**config.mk**
```make
export PLATFORM = sky130hd
export DESIGN_NAME = spi_adc_slave
export DESIGN_NICKNAME = d
export VERILOG_FILES = /design/src/rtl/spi_adc_slave_pkg.sv /design/src/rtl/spi_adc_slave_sync_edge.sv /design/src/rtl/spi_adc_slave.sv
export SDC_FILE = /design/constraint.sdc
export NUM_CORES = 1
export LEC_CHECK = 0
export BUFFER_PORTS_ARGS = -buffer_cell sky130_fd_sc_hd__buf_2
export CELL_PAD_IN_SITES_DETAIL_PLACEMENT = 1
export CELL_PAD_IN_SITES_GLOBAL_PLACEMENT = 2
export CORE_MARGIN = 4
export CORE_UTILIZATION = 35
export CTS_CLUSTER_SIZE = 8
export DETAILED_ROUTE_END_ITERATION = 6
export PLACE_DENSITY = 0.88
export SYNTH_ARGS = -nofsm -noshare
export SYNTH_HDL_FRONTEND = slang
export SYNTH_SLANG_ARGS = --single-unit
```
**constraint.sdc**
```tcl
create_clock -name clk_i -period 3 [get_ports clk_i]
set_input_delay 0.15 -clock clk_i [delete_from_list [all_inputs] [get_ports clk_i]]
set_output_delay 0.15 -clock clk_i [all_outputs]
set_load 0.03 [all_outputs]
```
**src/rtl/spi_adc_slave_pkg.sv**
```systemverilog
// Shared definitions for spi_adc_slave: FSM state encoding and command bit positions.
// The TAIL state exists only when SPI_ADC_LSBF_EN is defined.
package spi_adc_slave_pkg;

    typedef enum logic [2:0] {
        ST_IDLE  = 3'd0,
        ST_CMD   = 3'd1,
        ST_NULLB = 3'd2,
        ST_DATA  = 3'd3,
`ifdef SPI_ADC_LSBF_EN
        ST_TAIL  = 3'd4,
`endif
        ST_DONE  = 3'd5
    } state_t;

    // Command bits are shifted in MSB first, so after capture cmd = {SGL, ODD, MSBF}
    localparam int CMD_SGL  = 2;
    localparam int CMD_ODD  = 1;
`ifdef SPI_ADC_LSBF_EN
    localparam int CMD_MSBF = 0;
`endif

endpackage

```
**src/rtl/spi_adc_slave_sync_edge.sv**
```systemverilog
// Multi-stage synchronizer for one asynchronous SPI line with registered
// rise/fall pulses; pulse latency is SYNC_STAGES+1 clocks from the input edge.
module spi_adc_slave_sync_edge #(
    parameter int SYNC_STAGES = 2
) (
    input  logic clk_i,
    input  logic rst_i,
    input  logic d_i,
    output logic rise_o,
    output logic fall_o
);

    logic [SYNC_STAGES-1:0] stages_r;
    logic                   prev_r;

    // Synchronizer chain, previous-value register and edge pulses
    always_ff @(posedge clk_i) begin
        if (rst_i) begin
            stages_r <= {SYNC_STAGES{1'b0}};
            prev_r   <= 1'b0;
            rise_o   <= 1'b0;
            fall_o   <= 1'b0;
        end else begin
            stages_r <= {stages_r[SYNC_STAGES-2:0], d_i};
            prev_r   <= stages_r[SYNC_STAGES-1];
            rise_o   <= stages_r[SYNC_STAGES-1] & ~prev_r;
            fall_o   <= ~stages_r[SYNC_STAGES-1] & prev_r;
        end
    end

endmodule

```
**src/rtl/spi_adc_slave.sv**
```systemverilog
// SPI responder modelling a 2-channel ADC: decodes START/SGL/ODD/MSBF, returns null bit + result MSB first.
// Optional macro SPI_ADC_LSBF_EN: MSBF=0 appends an LSB-first trailer D1..D(N-1).
module spi_adc_slave
    import spi_adc_slave_pkg::*;
#(
    parameter int DATA_WIDTH  = 12,
    parameter int SYNC_STAGES = 2
) (
    input  logic                  clk_i,
    input  logic                  rst_i,
    input  logic                  cs_i,
    input  logic                  dclk_i,
    input  logic                  mosi_i,
    output logic                  miso_o,
    output logic                  miso_oe_o,
    input  logic [DATA_WIDTH-1:0] ch0_i,
    input  logic [DATA_WIDTH-1:0] ch1_i,
    output logic                  busy_o,
    output logic [1:0]            ch_sel_o,
    output logic                  done_o,
    output logic                  err_o
);

    localparam int               CNT_W    = $clog2(DATA_WIDTH + 1);
    localparam logic [CNT_W-1:0] CNT_ZERO = CNT_W'(0);
    localparam logic [CNT_W-1:0] CNT_ONE  = CNT_W'(1);
    localparam logic [CNT_W-1:0] CNT_ODD  = CNT_W'(1);
    localparam logic [CNT_W-1:0] CNT_MSBF = CNT_W'(2);
    localparam logic [CNT_W-1:0] CNT_DATA = CNT_W'(DATA_WIDTH);
`ifdef SPI_ADC_LSBF_EN
    localparam logic [CNT_W-1:0] CNT_TAIL = CNT_W'(DATA_WIDTH - 1);
`endif

    logic                  cs_rise_s, cs_fall_s, dclk_rise_s, dclk_fall_s;
    logic [SYNC_STAGES:0]  mosi_pipe_r;
    logic                  mosi_s;
    state_t                state_r, next_state_s;
    logic [CNT_W-1:0]      cnt_r, cnt_next_s;
    logic [2:0]            cmd_r, cmd_next_s;
    logic [DATA_WIDTH-1:0] shift_r, shift_next_s, result_s;
    logic [DATA_WIDTH:0]   diff_s;
    logic                  miso_next_s, oe_next_s, busy_next_s, done_next_s, err_next_s;
    logic [1:0]            sel_next_s;

    spi_adc_slave_sync_edge #(.SYNC_STAGES(SYNC_STAGES)) u_cs_sync (
        .clk_i (clk_i), .rst_i (rst_i), .d_i (cs_i), .rise_o (cs_rise_s), .fall_o (cs_fall_s)
    );

    spi_adc_slave_sync_edge #(.SYNC_STAGES(SYNC_STAGES)) u_dclk_sync (
        .clk_i (clk_i), .rst_i (rst_i), .d_i (dclk_i), .rise_o (dclk_rise_s), .fall_o (dclk_fall_s)
    );

    // MOSI gets one extra stage so it lines up with the registered dclk edge pulses
    always_ff @(posedge clk_i) begin
        if (rst_i) begin
            mosi_pipe_r <= {(SYNC_STAGES + 1){1'b0}};
        end else begin
            mosi_pipe_r <= {mosi_pipe_r[SYNC_STAGES-1:0], mosi_i};
        end
    end
    assign mosi_s = mosi_pipe_r[SYNC_STAGES];

    // Result select; differential modes use a signed N+1-bit difference clamped at zero
    always_comb begin
        if (cmd_r[CMD_ODD]) begin
            diff_s = {1'b0, ch1_i} - {1'b0, ch0_i};
        end else begin
            diff_s = {1'b0, ch0_i} - {1'b0, ch1_i};
        end
        if (cmd_r[CMD_SGL]) begin
            result_s = cmd_r[CMD_ODD] ? ch1_i : ch0_i;
        end else if (diff_s[DATA_WIDTH]) begin
            result_s = {DATA_WIDTH{1'b0}};
        end else begin
            result_s = diff_s[DATA_WIDTH-1:0];
        end
    end

    // Next-state and next-output logic
    always_comb begin
        next_state_s = state_r;
        cnt_next_s   = cnt_r;
        cmd_next_s   = cmd_r;
        shift_next_s = shift_r;
        miso_next_s  = miso_o;
        oe_next_s    = miso_oe_o;
        busy_next_s  = busy_o;
        sel_next_s   = ch_sel_o;
        done_next_s  = 1'b0;
        err_next_s   = 1'b0;
        if (cs_rise_s) begin
            // busy is set exactly from START until the frame completes, so it marks an abort
            err_next_s   = busy_o;
            next_state_s = ST_IDLE;
            miso_next_s  = 1'b0;
            oe_next_s    = 1'b0;
            busy_next_s  = 1'b0;
        end else begin
            case (state_r)
                ST_IDLE: begin
                    if (cs_fall_s) begin
                        next_state_s = ST_CMD;
                        cnt_next_s   = CNT_ZERO;
                    end else begin
                        next_state_s = ST_IDLE;
                    end
                end
                ST_CMD: begin
                    if (dclk_rise_s && !busy_o) begin
                        busy_next_s = mosi_s;
                        oe_next_s   = mosi_s;
                        miso_next_s = 1'b0;
                        cnt_next_s  = CNT_ZERO;
                    end else if (dclk_rise_s) begin
                        cmd_next_s = {cmd_r[1:0], mosi_s};
                        cnt_next_s = cnt_r + CNT_ONE;
                        if (cnt_r == CNT_ODD) begin
                            sel_next_s = {cmd_r[0], mosi_s};
                        end else begin
                            sel_next_s = ch_sel_o;
                        end
                        if (cnt_r == CNT_MSBF) begin
                            next_state_s = ST_NULLB;
                        end else begin
                            next_state_s = ST_CMD;
                        end
                    end else begin
                        next_state_s = ST_CMD;
                    end
                end
                ST_NULLB: begin
                    if (dclk_fall_s) begin
                        shift_next_s = result_s;
                        miso_next_s  = 1'b0;
                        cnt_next_s   = CNT_ZERO;
                        next_state_s = ST_DATA;
                    end else begin
                        next_state_s = ST_NULLB;
                    end
                end
                ST_DATA: begin
                    // Rotate rather than shift so the result is intact again for the trailer
                    if (dclk_fall_s && (cnt_r != CNT_DATA)) begin
                        miso_next_s  = shift_r[DATA_WIDTH-1];
                        shift_next_s = {shift_r[DATA_WIDTH-2:0], shift_r[DATA_WIDTH-1]};
                        cnt_next_s   = cnt_r + CNT_ONE;
                    end else if (dclk_rise_s && (cnt_r == CNT_DATA)) begin
`ifdef SPI_ADC_LSBF_EN
                        if (!cmd_r[CMD_MSBF]) begin
                            next_state_s = ST_TAIL;
                            cnt_next_s   = CNT_ZERO;
                        end else begin
                            done_next_s  = 1'b1;
                            busy_next_s  = 1'b0;
                            miso_next_s  = 1'b0;
                            next_state_s = ST_DONE;
                        end
`else
                        done_next_s  = 1'b1;
                        busy_next_s  = 1'b0;
                        miso_next_s  = 1'b0;
                        next_state_s = ST_DONE;
`endif
                    end else begin
                        next_state_s = ST_DATA;
                    end
                end
`ifdef SPI_ADC_LSBF_EN
                ST_TAIL: begin
                    if (dclk_fall_s && (cnt_r != CNT_TAIL)) begin
                        miso_next_s  = shift_r[1];
                        shift_next_s = {shift_r[0], shift_r[DATA_WIDTH-1:1]};
                        cnt_next_s   = cnt_r + CNT_ONE;
                    end else if (dclk_rise_s && (cnt_r == CNT_TAIL)) begin
                        done_next_s  = 1'b1;
                        busy_next_s  = 1'b0;
                        miso_next_s  = 1'b0;
                        next_state_s = ST_DONE;
                    end else begin
                        next_state_s = ST_TAIL;
                    end
                end
`endif
                ST_DONE: begin
                    miso_next_s  = 1'b0;
                    next_state_s = ST_DONE;
                end
                default: begin
                    next_state_s = ST_IDLE;
                    oe_next_s    = 1'b0;
                    busy_next_s  = 1'b0;
                    miso_next_s  = 1'b0;
                end
            endcase
        end
    end

    // State, datapath and output registers
    always_ff @(posedge clk_i) begin
        if (rst_i) begin
            state_r   <= ST_IDLE;
            cnt_r     <= CNT_ZERO;
            cmd_r     <= 3'b000;
            shift_r   <= {DATA_WIDTH{1'b0}};
            miso_o    <= 1'b0;
            miso_oe_o <= 1'b0;
            busy_o    <= 1'b0;
            ch_sel_o  <= 2'b00;
            done_o    <= 1'b0;
            err_o     <= 1'b0;
        end else begin
            state_r   <= next_state_s;
            cnt_r     <= cnt_next_s;
            cmd_r     <= cmd_next_s;
            shift_r   <= shift_next_s;
            miso_o    <= miso_next_s;
            miso_oe_o <= oe_next_s;
            busy_o    <= busy_next_s;
            ch_sel_o  <= sel_next_s;
            done_o    <= done_next_s;
            err_o     <= err_next_s;
        end
    end

endmodule

```
==> metrics.md, run 1 <==
| Metric | Value |
|---|---|
| FF-to-FF Start | `cnt_r[0]` |
| TritonCTS clock tree | `done` |
| Final slew viol count | `0` |
| Fillers | `1134` |
| Vias | `2967` |
| Routed wire per std cell | `15.37 um` |
| Synthesized Nets | `474` |
| Crit path max fanout | `8` |
| Sw Ratio | `31.04%` |
| Fin crit share | `82.19%` |
| Synth Warn # | `0` |
| Final setup fails | `0` |
| R2R depth | `7` |
| Int Pwr | `0.8400 mW` |
| Seq/Total Area, Yosys | `26.07%` |
| Root buffer cell | `clkbuf_8` |
| Num CTS Buffers | `5` |
| Cells along the critical path | `inv_1 > ha_1 > and3_1 > a21oi_1 > nand2_1 > a221oi_1 > nor3_1` |
| Hold violation count in the final report | `0` |
| # diodes | `0` |
| Mapped Avg Cell Area | `7.773 um^2` |
| Reg-to-reg setup timing slack | `0.53 ns` |
| Max-slew headroom | `31.47%` |
| Power per cell area | `342.5 nW/um^2` |
| DIE HEIGHT | `104 um` |
| Worst-path clk slew | `0.09 ns` |
| Area growth syn-to-layout | `10.24%` |
| Design area | `~3600 um^2` |
| Synthesis-stage register bit count | `42` |
| Nets@finish | `497` |
| Total Power | `1.218 mW` |
| GPL Wtd Cong | `0.8319` |
| Initial antenna violation count | `0` |
| Post-synth EDFFs | `0` |
| Routed Antenna Nets | `0` |
| Initial Util | `about 36%` |
| Worst hold slack | `0.06205 ns` |
| Crit path max-delay cell type | `a21oi_1` |
| Placed inst area | `3462 um^2` |
| Hold Buf Count CTS | `0` |
| Setup Skew | `0.005818 ns` |
| Status | `finished clean` |
| DR DRC count | `0` |
| Setup crit end kind | `flop` |
| Total wire length | `between 8000 and 9000 um` |
| Switching power | `between 0.3 and 0.4 mW` |
| Synth Instances | `415` |
| Total track usage | `15.51%` |
| RR Endpoint | `shift_r[2]` |
| Chip width | `about 100 um` |
| Worst setup SP type | `flop` |
| Seq pwr share | `46.7%` |
| Largest net degree at the start of global routing | `37` |
| Combinational power share | `21.7%` |
| First-pass DRT Iterations | `4` |
| Total gr overflow | `0` |
| Max incr delay on CP | `0.47 ns` |
| Post-synth cell types | `60` |
| 1st-iter DRT viols | `100` |
| Hold/Removal Path Class | `primary input to flop` |
| Tmin final | `2.466 ns` |
| Worst vdd ir | `192.4 uV` |
| Setup Fix Bufs, Post-CTS | `0` |
| Core outline area | `8848 um^2` |
| Synthesized area | `between 3000 and 4000 um^2` |
| CP Launch Point | `cnt_r[0]` |
| Resize count post-CTS | `0` |
| Worst-Margin Slew | `slightly above 1 ns` |
| Vias in the first global route | `3071` |
| Max-capacitance violation count | `0` |
| CP Capture Point | `shift_r[2]` |
| Global-route wire length before repair | `14410 um` |
| Clock Sink Count | `42` |
| H-Tree Depth | `2` |
| Port bufs | `35` |
| FMAX | `0.4056 GHz` |
| Clock power share | `approximately a third` |
| Setup TNS Final | `0 ns` |
| Top Ports | `36` |
| Worst Setup Path Type | `flop to flop` |
| Die area | `10820 um^2` |
| Layout cells sized above 1 | `roughly 15%` |
| Worst EP required | `3.16 ns` |
| Worst-Skew Late Latency | `0.30 ns` |
| Arrival time worst endpoint | `2.63 ns` |
| Asr flop ratio synth | `0%` |
| Primary FF master, synth | `dfxtp_1` |
| DP Wirelength | `6632 um` |
| Vias/cell | `5.424` |
| Row count | `34` |
| Leakage | `1.472 nW` |
| RSZ-0062 raised after global routing | `no` |
| Bufs on Longest Clock Path | `2` |
[kinds of logic after synthesis]
logic type / after synthesis / synth area share (%)
DFF: 42 / 26.07
and+or+nand+nor: 140 / 22.34
AOI/OAI and AO/OA: 127 / 27.08
muxes: 6 / 1.939
adders and majority gates: 30 / 12.10
xor gates and xnor gates: 10 / 2.715
buffers and inverters: 60 / 7.758
[synthesized netlist by cell type, types with 4 or more instances]
| library cell | instances | area share (%) |
|---|---|---|
| a211oi_1 | 8 | 1.9 |
| a21o_1 | 10 | 2.3 |
| a21oi_1 | 32 | 5.0 |
| a221oi_2 | 7 | 3.3 |
| and3_1 | 6 | 1.2 |
| buf_2 | 8 | 1.2 |
| clkbuf_1 | 14 | 1.6 |
| dfxtp_1 | 42 | 26 |
| ha_1 | 28 | 11 |
| inv_1 | 35 | 4.1 |
| mux2i_1 | 4 | 1.2 |
| nand2_1 | 40 | 4.7 |
| nand3_1 | 7 | 1.1 |
| nand3b_1 | 5 | 1.2 |
| nor2_1 | 24 | 2.8 |
| nor2b_1 | 21 | 4.1 |
| nor3_1 | 13 | 2.0 |
| nor3b_1 | 5 | 1.2 |
| o21ai_0 | 36 | 5.6 |
| o22ai_1 | 7 | 1.4 |
| xnor2_1 | 6 | 1.6 |
| xor2_1 | 4 | 1.1 |
[worst min-delay path by stage]
stage | endpoint | cells after the start | start
final | u_dclk_sync.stages_r[0] | 2 | dclk_i
after floorplan | mosi_pipe_r[0] | 1 | mosi_i
after detailed placement | u_dclk_sync.stages_r[0] | 2 | dclk_i
after CTS | u_dclk_sync.stages_r[0] | 2 | dclk_i
after global routing | u_dclk_sync.stages_r[0] | 2 | dclk_i
after global placement | mosi_pipe_r[0] | 2 | mosi_i
[area by class of cell]
cell class | instances | area [um^2] | area share, %
clock inverter | 3 | 25.02 | 0.7037
multi-input combinational | 313 | 2135 | 60.03
clock buffer | 5 | 68.82 | 1.935
inverter | 35 | 131.4 | 3.695
tap | 108 | 135.1 | 3.800
sequential | 42 | 840.8 | 23.65
timing repair buffer | 41 | 220.2 | 6.193
[placed cells by master (no fill, tap or decap), types with 4 or more instances in the layout]
master,instances
ha_1,28
nor2_1,24
nor2b_1,21
and3_1,6
o21ai_0,36
nand3b_1,5
mux2i_1,4
a21o_1,10
nand2_1,40
xor2_1,4
inv_1,35
a211oi_1,8
a21oi_1,32
nor3_1,13
xnor2_1,6
buf_4,6
nand3_1,7
a221oi_2,7
o22ai_1,7
dfxtp_1,42
clkbuf_8,5
nor3b_1,5
buf_2,35
[critical path: cells and delay by family (launching register included)]
family	cells	cell delay, ns
compound gates	2	0.79
fa+ha+maj	1	0.22
buf+inv	1	0.10
flops	1	0.44
simple gates	3	0.77
[layer usage]
| layer | global-route usage, % | routed length, um | vias to the layer above |
|---|---|---|---|
| met3 | 1.986 | 164 | 2 |
| met4 | 2.279 | 25 | 0 |
| met5 | 0 | 0 | - |
| met1 | 20.67 | 4073 | 1432 |
| li1 | - | - | 1499 |
| met2 | 27.30 | 4144 | 34 |
[metrics by stage]
stage | cells | setup slack (ns) | util [%]
after floorplan | 415 | 0.8588 | -
after global placement | 539 | 0.3825 | 39.13
after detailed placement | 539 | 0.2714 | 39.13
after CTS | 547 | 0.5199 | 40.19
after global routing | 547 | 0.2127 | 40.19
final | 547 | 0.5343 | 40.19
[sequential cells by signal (all words and copies together) (netlist names)]
register              flops
shift_r                  12
cnt_r                     4
cmd_r                     3
mosi_pipe_r               3
state_r                   3
ch_sel_o                  2
u_cs_sync.stages_r        2
u_dclk_sync.stages_r      2
busy_o                    1
done_o                    1
err_o                     1
miso_o                    1
miso_oe_o                 1
u_cs_sync.fall_o          1
u_cs_sync.prev_r          1
u_cs_sync.rise_o          1
u_dclk_sync.fall_o        1
u_dclk_sync.prev_r        1
u_dclk_sync.rise_o        1
[power by group through the flow]
stage | clock, mW | combinational (mW) | sequential [mW]
finish | 0.385 | 0.265 | 0.569
global route | 0.418 | 0.296 | 0.570
CTS | 0.398 | 0.266 | 0.569
detailed placement | 0 | 0.264 | 0.582
global placement | 0 | 0.259 | 0.582
floorplan | 0 | 0.192 | 0.578
No activity file was read; power rests on OpenSTA's default activity.
==> inputs of run 2 (changes only) <==
Clock period 3 ns to 2.5 ns, I/O delays scaled along.
==> run 2 against run 1 <==
- clock-buffer cell count is the same
- combinational power grew 31%
- clock skew grew 0.0011 ns
- wire length grew 6.1%
- core utilization grew 1.5 points
- largest power group unchanged
- critical path depth grew 1
- maximum frequency grew 6.3%
- via count grew 3.4%
==> metrics.md, run 2 (same netlist as run 1, synthesis figures left out) <==
| Metric | Value |
|---|---|
| Status | `finished clean (unchanged)` |
| Leakage | `1.552 nW (was 1.472 nW)` |
| Clock Sink Count | `42 (unchanged)` |
| Most common cell after layout, fill and taps aside | `dfxtp_1 (unchanged)` |
| # diodes | `0 (unchanged)` |
| Worst setup SP type | `flop (unchanged)` |
| Setup Skew | `0.006916 ns (was 0.005818 ns)` |
| Switching power | `0.4409 mW (was 0.3781 mW)` |
| Worst EP required | `2.72 ns (was 3.16 ns)` |
| Largest register FFs | `12 (unchanged)` |
| Biggest regs | `shift_r x12, cnt_r x4 (unchanged)` |
| H-Tree Depth | `2 (unchanged)` |
| Initial antenna violation count | `0 (unchanged)` |
| Largest net degree at the start of global routing | `37 (unchanged)` |
| DIE HEIGHT | `104 um (unchanged)` |
| Int Pwr | `1.225 mW (was 0.8400 mW)` |
| FF-to-FF Start | `cnt_r[0] (unchanged)` |
| Max-capacitance violation count | `0 (unchanged)` |
| Worst-path clk slew | `0.08 ns (was 0.09 ns)` |
| Met1 usage | `21.83% (was 20.67%)` |
| 1st-iter DRT viols | `69 (was 100)` |
| RR Endpoint | `cnt_r[2] (was shift_r[2])` |
| Global-route wire length before repair | `15630 um (was 14410 um)` |
| RSZ-0062 raised after global routing | `no (unchanged)` |
| Total track usage | `16.98% (was 15.51%)` |
| CP Capture Point | `cnt_r[2] (was shift_r[2])` |
| Total wire length | `8922 um (was 8408 um)` |
| Combinational power share | `20.8% (was 21.7%)` |
| Gr busiest metal | `met2 (unchanged)` |
| Fin crit share | `92.81% (was 82.19%)` |
| Initial Util | `36.45% (unchanged)` |
| Total Power | `1.666 mW (was 1.218 mW)` |
| Die area | `10820 um^2 (unchanged)` |
| Row count | `34 (unchanged)` |
| Routed wire per std cell | `15.99 um (was 15.37 um)` |
| TritonCTS clock tree | `done (unchanged)` |
| Crit path max fanout | `6 (was 8)` |
| Setup crit end kind | `flop (unchanged)` |
| Vias | `3067 (was 2967)` |
| R2R depth | `8 (was 7)` |
| DR DRC count | `0 (unchanged)` |
| Reg-to-reg setup timing slack | `0.18 ns (was 0.53 ns)` |
| GPL Wtd Cong | `0.8640 (was 0.8319)` |
| Worst-Skew Late Latency | `0.29 ns (was 0.30 ns)` |
| Met2 usage | `30.04% (was 27.30%)` |
| Hold/Removal Path Class | `primary input to flop (unchanged)` |
| Port bufs | `35 (unchanged)` |
| Resize count post-CTS | `0 (unchanged)` |
| Total gr overflow | `0 (unchanged)` |
| Placed inst area | `3545 um^2 (was 3462 um^2)` |
| Max-slew headroom | `52.79% (was 31.47%)` |
| Area growth syn-to-layout | `14.27% (was 10.24%)` |
| Num CTS Buffers | `5 (unchanged)` |
| Hold Buf Count CTS | `0 (unchanged)` |
| Nets@finish | `508 (was 497)` |
| Hold violation count in the final report | `0 (unchanged)` |
| Tmin final | `2.320 ns (was 2.466 ns)` |
| Worst-Margin Slew | `0.7072 ns (was 1.026 ns)` |
| First-pass DRT Iterations | `5 (was 4)` |
| Vias/cell | `5.496 (was 5.424)` |
| Most frequent cells in the layout | `42 x dfxtp_1, 40 x nand2_1, 36 x o21ai_0, 35 x inv_1, 35 x buf_2 (unchanged)` |
| Worst Setup Path Type | `flop to flop (unchanged)` |
| CP Launch Point | `cnt_r[0] (unchanged)` |
| Top reg by flops | `shift_r (unchanged)` |
| Core outline area | `8848 um^2 (unchanged)` |
| DP Wirelength | `7034 um (was 6632 um)` |
| Routed Antenna Nets | `0 (unchanged)` |
| Setup Fix Bufs, Post-CTS | `0 (unchanged)` |
| Layout cells sized above 1 | `17.11% (was 14.81%)` |
| Vias in the first global route | `3256 (was 3071)` |
| Chip width | `104 um (unchanged)` |
| Worst vdd ir | `202.9 uV (was 192.4 uV)` |
| Power per cell area | `452.0 nW/um^2 (was 342.5 nW/um^2)` |
| Seq pwr share | `40.9% (was 46.7%)` |
| Bufs on Longest Clock Path | `2 (unchanged)` |
| Sw Ratio | `26.47% (was 31.04%)` |
| Root buffer cell | `clkbuf_8 (unchanged)` |
| Worst hold slack | `0.03828 ns (was 0.06205 ns)` |
| Clock power share | `38.3% (was 31.6%)` |
| Final slew viol count | `0 (unchanged)` |
| Final setup fails | `0 (unchanged)` |
| FMAX | `0.4310 GHz (was 0.4056 GHz)` |
| Arrival time worst endpoint | `2.54 ns (was 2.63 ns)` |
| Met3 Use GR | `2.669% (was 1.986%)` |
| Top Ports | `36 (unchanged)` |
| Design area | `3686 um^2 (was 3556 um^2)` |
| Fillers | `1107 (was 1134)` |
-- run 2: layer usage --
layer  share of wire, %  wire [um]  vias to the layer above
met5                  0          0                        -
met4                1.4        127                        0
met3                2.7        244                       15
met2                 50       4487                       58
met1                 46       4063                     1472
li1                   -          -                     1522
-- run 2: layout make-up --
cell class,count,area (um^2),share of cell area [%]
timing repair buffer,52,302.8,8.215
tap,108,135.1,3.666
clock inverter,3,68.82,1.867
inverter,35,131.4,3.564
multi-input combinational,313,2138,58.01
sequential,42,840.8,22.81
clock buffer,5,68.82,1.867
-- run 2: worst max-delay path: stages (launching register included) --
cell	delay [ns]
dfxtp_1	0.45
inv_1	0.10
ha_1	0.22
and3_1	0.24
o211ai_4	0.21
o2111ai_4	0.20
or2_1	0.31
or3b_1	0.38
a21oi_1	0.14
-- run 2: worst min path at each step --
stage | end | slack [ns] | cells past startpoint | start
after floorplan | mosi_pipe_r[0] | 0.25 | 1 | mosi_i
after global routing | mosi_pipe_r[0] | 0.03 | 2 | mosi_i
after global placement | mosi_pipe_r[0] | 0.34 | 2 | mosi_i
after CTS | mosi_pipe_r[0] | 0.03 | 2 | mosi_i
after detailed placement | mosi_pipe_r[0] | 0.34 | 2 | mosi_i
final | mosi_pipe_r[0] | 0.04 | 2 | mosi_i
-- run 2: power groups by stage --
stage / clock network (mW) / registers [mW] / logic, mW
5_1_grt: 0.701 / 0.683 / 0.386
3_3_place_gp: 0 / 0.697 / 0.333
6_report: 0.639 / 0.681 / 0.346
3_5_place_dp: 0 / 0.697 / 0.344
4_1_cts: 0.656 / 0.681 / 0.347
2_1_floorplan: 0 / 0.694 / 0.230
-- run 2: metrics by stage --
| stage | setup slack, ns | TNS [ns] | cells | utilization, % |
|---|---|---|---|---|
| finish | 0.1799 | 0 | 558 | 41.66 |
| global route | 0.04240 | 0 | 558 | 41.66 |
| CTS | 0.1754 | 0 | 558 | 41.61 |
| detailed placement | -0.1342 | -0.5993 | 550 | 40.06 |
| global placement | 0.04935 | 0 | 550 | 40.06 |
| floorplan | 0.3838 | 0 | 415 | - |
